[src/rtl/vga_sync_gen.sv]
// 640x480@60 sync generator on the 100 MHz master clock, stepped by pixel enables.
// Build option: define VGA_DCLK_INTERNAL_EN to ignore dclk and use an internal /4 phase counter.
module vga_sync_gen #(
  parameter logic [9:0] HPIXELS = 10'd800,
  parameter logic [9:0] VLINES  = 10'd521,
  parameter logic [9:0] HPULSE  = 10'd96,
  parameter logic [9:0] VPULSE  = 10'd2,
  parameter logic [9:0] HBP     = 10'd144,
  parameter logic [9:0] HFP     = 10'd784,
  parameter logic [9:0] VBP     = 10'd31,
  parameter logic [9:0] VFP     = 10'd511
) (
  input  logic       clk,
  input  logic       clr,
  input  logic       dclk,
  output logic       hsync,
  output logic       vsync,
  output logic       video_on,
  output logic [9:0] pix_x,
  output logic [9:0] pix_y,
  output logic       pix_en,
  output logic       frame_tick
);

  logic       pix_en_s;
  logic       line_end_s;
  logic       frame_end_s;
  logic       video_on_s;
  logic [9:0] hc_r;
  logic [9:0] vc_r;
  logic       frame_tick_r;

`ifdef VGA_DCLK_INTERNAL_EN
  logic [1:0] phase_r;
  logic       unused_dclk_s;

  assign unused_dclk_s = dclk;

  // Free-running /4 phase counter replacing the external pixel clock.
  always_ff @(posedge clk or posedge clr) begin
    if (clr) begin
      phase_r <= 2'b00;
    end else begin
      phase_r <= phase_r + 2'b01;
    end
  end

  assign pix_en_s = (phase_r == 2'b11);
`else
  logic dclk_q_r;

  // dclk is only ever data here; keep last sample for rising-edge detection.
  always_ff @(posedge clk or posedge clr) begin
    if (clr) begin
      dclk_q_r <= 1'b0;
    end else begin
      dclk_q_r <= dclk;
    end
  end

  assign pix_en_s = dclk & ~dclk_q_r;
`endif

  assign line_end_s  = (hc_r == (HPIXELS - 10'd1));
  assign frame_end_s = line_end_s && (vc_r == (VLINES - 10'd1));

  // Horizontal/vertical position counters, advanced once per pixel enable.
  always_ff @(posedge clk or posedge clr) begin
    if (clr) begin
      hc_r <= 10'd0;
      vc_r <= 10'd0;
    end else if (pix_en_s) begin
      if (line_end_s) begin
        hc_r <= 10'd0;
        if (vc_r == (VLINES - 10'd1)) begin
          vc_r <= 10'd0;
        end else begin
          vc_r <= vc_r + 10'd1;
        end
      end else begin
        hc_r <= hc_r + 10'd1;
        vc_r <= vc_r;
      end
    end else begin
      hc_r <= hc_r;
      vc_r <= vc_r;
    end
  end

  // One-clock pulse following the enable that finishes the last line.
  always_ff @(posedge clk or posedge clr) begin
    if (clr) begin
      frame_tick_r <= 1'b0;
    end else begin
      frame_tick_r <= pix_en_s && frame_end_s;
    end
  end

  // Sync, visible-window and coordinate decode from the counters.
  always_comb begin
    hsync      = 1'b0;
    vsync      = 1'b0;
    video_on_s = 1'b0;
    pix_x      = 10'd0;
    pix_y      = 10'd0;
    hsync      = ~(hc_r < HPULSE);
    vsync      = ~(vc_r < VPULSE);
    video_on_s = (hc_r >= HBP) && (hc_r < HFP) && (vc_r >= VBP) && (vc_r < VFP);
    if (video_on_s) begin
      pix_x = hc_r - HBP;
      pix_y = vc_r - VBP;
    end else begin
      pix_x = 10'd0;
      pix_y = 10'd0;
    end
  end

  assign video_on   = video_on_s;
  assign pix_en     = pix_en_s;
  assign frame_tick = frame_tick_r;

endmodule
[config.mk]
export PLATFORM = sky130hd
export DESIGN_NAME = vga_sync_gen
export DESIGN_NICKNAME = d
export VERILOG_FILES = /design/src/rtl/vga_sync_gen.sv
export SDC_FILE = /design/constraint.sdc
export NUM_CORES = 1
export LEC_CHECK = 0
export BUFFER_PORTS_ARGS = -buffer_cell sky130_fd_sc_hd__buf_2
export CORE_UTILIZATION = 50
export CTS_CLUSTER_SIZE = 10
export DETAILED_ROUTE_END_ITERATION = 10
export GPL_ROUTABILITY_DRIVEN = 0
export PLACE_DENSITY = 0.73
export REMOVE_ABC_BUFFERS = 1
export SETUP_SLACK_MARGIN = 0.3
export SLEW_MARGIN = 20
export SYNTH_ARGS = -nofsm -noshare
export SYNTH_HDL_FRONTEND = slang
export SYNTH_SLANG_ARGS = --single-unit
[constraint.sdc]
create_clock -name clk -period 4.65 [get_ports clk]
set_input_delay 0.93 -clock clk [delete_from_list [all_inputs] [get_ports clk]]
set_output_delay 0.93 -clock clk [all_outputs]
set_load 0.01 [all_outputs]
==> results.py <==
metrics = {
    "critical_path": {
        "cp_top_family": "simple AND/OR/NAND/NOR gates",
        "required_ns": 3.72,
        "crit_buf_inv": 1,
        "critPathKind": "register to primary output",
        "end_kind": "primary output",
        "worst_r2r_endpoint": "vc_r[7]",
        "crit_chain": "ha_1 -> and4_1 -> mux2_2 -> nand4_1 -> nor3_1 -> buf_2",
        "r2r-start": "dclk_q_r",
        "r2r_slack_ns": 2.12,
        "slowest_stage": "nand4_1",
        "cp_slowest_stage_delay_ns": 0.63,
        "path_max_fanout": 17,
        "crit_arrival_ns": 2.78,
        "cp-start-kind": "register",
        "r2r_cells": 4,
    },
    "final_layout": {
        "antenna_cells": 0,
        "stdcell_area_um2": 1690,
        "num-fill-cells": 263,
        "drive_gt1_frac": 0.180,
        "final_nets": 218,
        "stdcell_count": 237,
        "synthToLayoutAreaGrowth_pct": 8.27,
    },
    "floorplanning": {
        "ios": 28,
        "coreArea_um2": 2850,
        "die_area_um2": 3340,
        "fp-row-count": 19,
        "start_util": 0.546,
        "fp.dieH_um": 57.8,
        "die_w_um": 57.8,
    },
    "synthesis": {
        "synthCells": 191,
        "ys_warn_count": 0,
        "synth_top_area_cell": "dfrtp_1",
        "synthArstFlopShare": 1.00,
        "ys.flop_type": "dfrtp_1",
        "synthTopCellsByArea": "dfrtp_1 35%, nor2_1 6.3%, ha_1 5.6%",
        "synth_edf_count": 0,
        "synth.top_cell.area_share": 0.353,
        "synth.distinct_cells": 41,
        "yosysMostFrequentCell": "nor2_1",
        "ys_ff_latch": 22,
        "avgSynthCellArea_um2": 8.16,
        "yosysSeqAreaShare": 0.353,
        "synthTopCellsByCount": "26 x nor2_1, 22 x dfrtp_1, 14 x inv_1, 14 x nand2_1",
        "syn_area_um2": 1560,
    },
    "clock_network": {
        "cts_tree": "done",
        "clockBufferDepth": 2,
        "cts.sink_count": 22,
        "cts-htree-levels": 1,
        "tritoncts.num_buffers": 3,
        "root_buffer": "clkbuf_4",
        "cts_hold_buf": 0,
        "cts_setup_buffers": 0,
        "cts_repair_resize_count": 0,
        "path_clk_slew_ns": 0.12,
        "clock_latency_ns": 0.31,
    },
    "placed_design": {
        "dpl-instance-area_um2": 1660,
        "portBuffers": 27,
        "dp_hpwl_mm": 2.45,
        "dp.cells": 234,
    },
    "routing": {
        "via_per_inst": 5.89,
        "vias": 1396,
        "postRouteAntennaNets": 0,
        "routed_wl_mm": 3.51,
        "wl_per_cell_um": 14.8,
        "drc": 2,
        "dr.pass1.iters": 10,
        "drt_iter0_drc": 74,
    },
    "grt": {
        "grt_first_pass_wirelength_mm": 6.15,
        "antenna_found_initial": 0,
        "grt-ovfl-total": 0,
        "grt_pass1_vias": 1350,
        "track_usage": 0.235,
        "grt_max_degree": 23,
    },
    "sta": {
        "tightest_slew_ns": 0.844,
        "skew_ns": 0.00452,
        "hold_ws_ns": 0.596,
        "finalSetupTns_ns": 0,
        "final-max-slew-violation-count": 0,
        "rsz0062_at_grt": "false",
        "relSlewSlack": 0.437,
        "post-route-period-util": 0.798,
        "setup_viol": 0,
        "fmax_mhz": 270,
        "layout_min_cycle_time_ns": 3.71,
        "hold_viol": 0,
    },
    "power": {
        "power_leakage_nw": 0.828,
        "finalPower_mw": 0.485,
        "power-per-cell-area_nw_per_um2": 287,
        "vdd_ir_drop_max_uv": 209,
    },
    "worst_hold_path": {
        "worstHoldStart": "vc_r[4]",
        "min_path_cells": 1,
        "hold_end": "vc_r[4]",
        "holdCritPathClass": "register to register",
    },
    "run": {
        "drv_cap": 0,
    },
    "status": {
        "violations": "DRC",
        "status": "finished with violations",
    },
}
## sequential cells by signal (all words and copies together), names as in the netlist
register / flops
frame_tick: 1
hc_r: 10
vc_r: 10
dclk_q_r: 1
## layout by cell type, fill, tap and decap left out, types with 2 or more instances in the layout
cell | Yosys | final
o21ai_0 | 6 | 6
nand2_1 | 14 | 14
mux2_2 | 2 | 2
ha_1 | 7 | 7
and4_1 | 5 | 5
nor3_1 | 9 | 9
nand3_1 | 8 | 8
a21oi_1 | 6 | 6
inv_1 | 14 | 14
nand2b_1 | 2 | 2
or3_1 | 2 | 2
nor4_1 | 5 | 5
or4_1 | 2 | 2
dfrtp_1 | 22 | 22
nand4_1 | 5 | 5
o31ai_1 | 5 | 5
a31oi_1 | 3 | 3
nor2_1 | 26 | 26
o22ai_1 | 2 | 2
buf_2 | 5 | 27
or2_2 | 2 | 2
xnor2_1 | 9 | 9
clkbuf_4 | 0 | 3
xor2_1 | 5 | 5
## logic make-up (layout without fill, tap and decap cells)
family | after synthesis | after routing | synth area share
and+or+nand+nor | 86 | 86 | 0.288
AOI/OAI and AO/OA | 30 | 30 | 0.126
buffers and inverters | 29 | 44 | 0.0771
DFF | 22 | 22 | 0.353
xor gates and xnor gates | 14 | 14 | 0.0787
adders and majority gates | 7 | 7 | 0.0562
muxes | 3 | 3 | 0.0209
## routing by layer
| metal | share of wire | global-route usage | up-vias |
|---|---|---|---|
| met2 | 0.47 | 0.376 | 39 |
| met3 | 0.034 | 0.0290 | 5 |
| met5 | 0 | 0 | - |
| met4 | 0.011 | 0.0884 | 0 |
| li1 | - | - | 697 |
| met1 | 0.49 | 0.328 | 655 |
## report_power, final
part	total (mW)	internal (mW)	leakage (nW)	switching [mW]
Combinational	0.120	0.0534	0.542	0.0665
Sequential	0.275	0.223	0.272	0.0524
Clock	0.0897	0.0303	0.0138	0.0594
## metrics by stage
step	utilization	worst slack (ns)
floorplan	-	1.72
global placement	0.583	1.43
detailed placement	0.583	1.33
CTS	0.591	0.965
global route	0.591	0.715
finish	0.591	0.941
## how the worst max path moves through the flow
stage | start | endpoint | slack (ns) | cells past startpoint
final | vc_r[0] | pix_x[7] | 0.94 | 6
after floorplan | vc_r[0] | pix_x[7] | 1.72 | 5
after global placement | vc_r[0] | pix_x[7] | 1.43 | 6
after CTS | vc_r[0] | pix_x[7] | 0.97 | 6
after global routing | vc_r[0] | pix_x[7] | 0.71 | 6
after detailed placement | vc_r[0] | pix_x[7] | 1.33 | 6
## layout make-up
type | count | area (µm²) | area share
Timing Repair Buffer | 27 | 135 | 0.0801
Sequential cell | 22 | 551 | 0.326
Multi-Input combinational cell | 140 | 887 | 0.526
Tap cell | 31 | 38.8 | 0.0230
Clock buffer | 3 | 22.5 | 0.0134
Inverter | 14 | 52.6 | 0.0312
(Power assumes the default switching activity.)
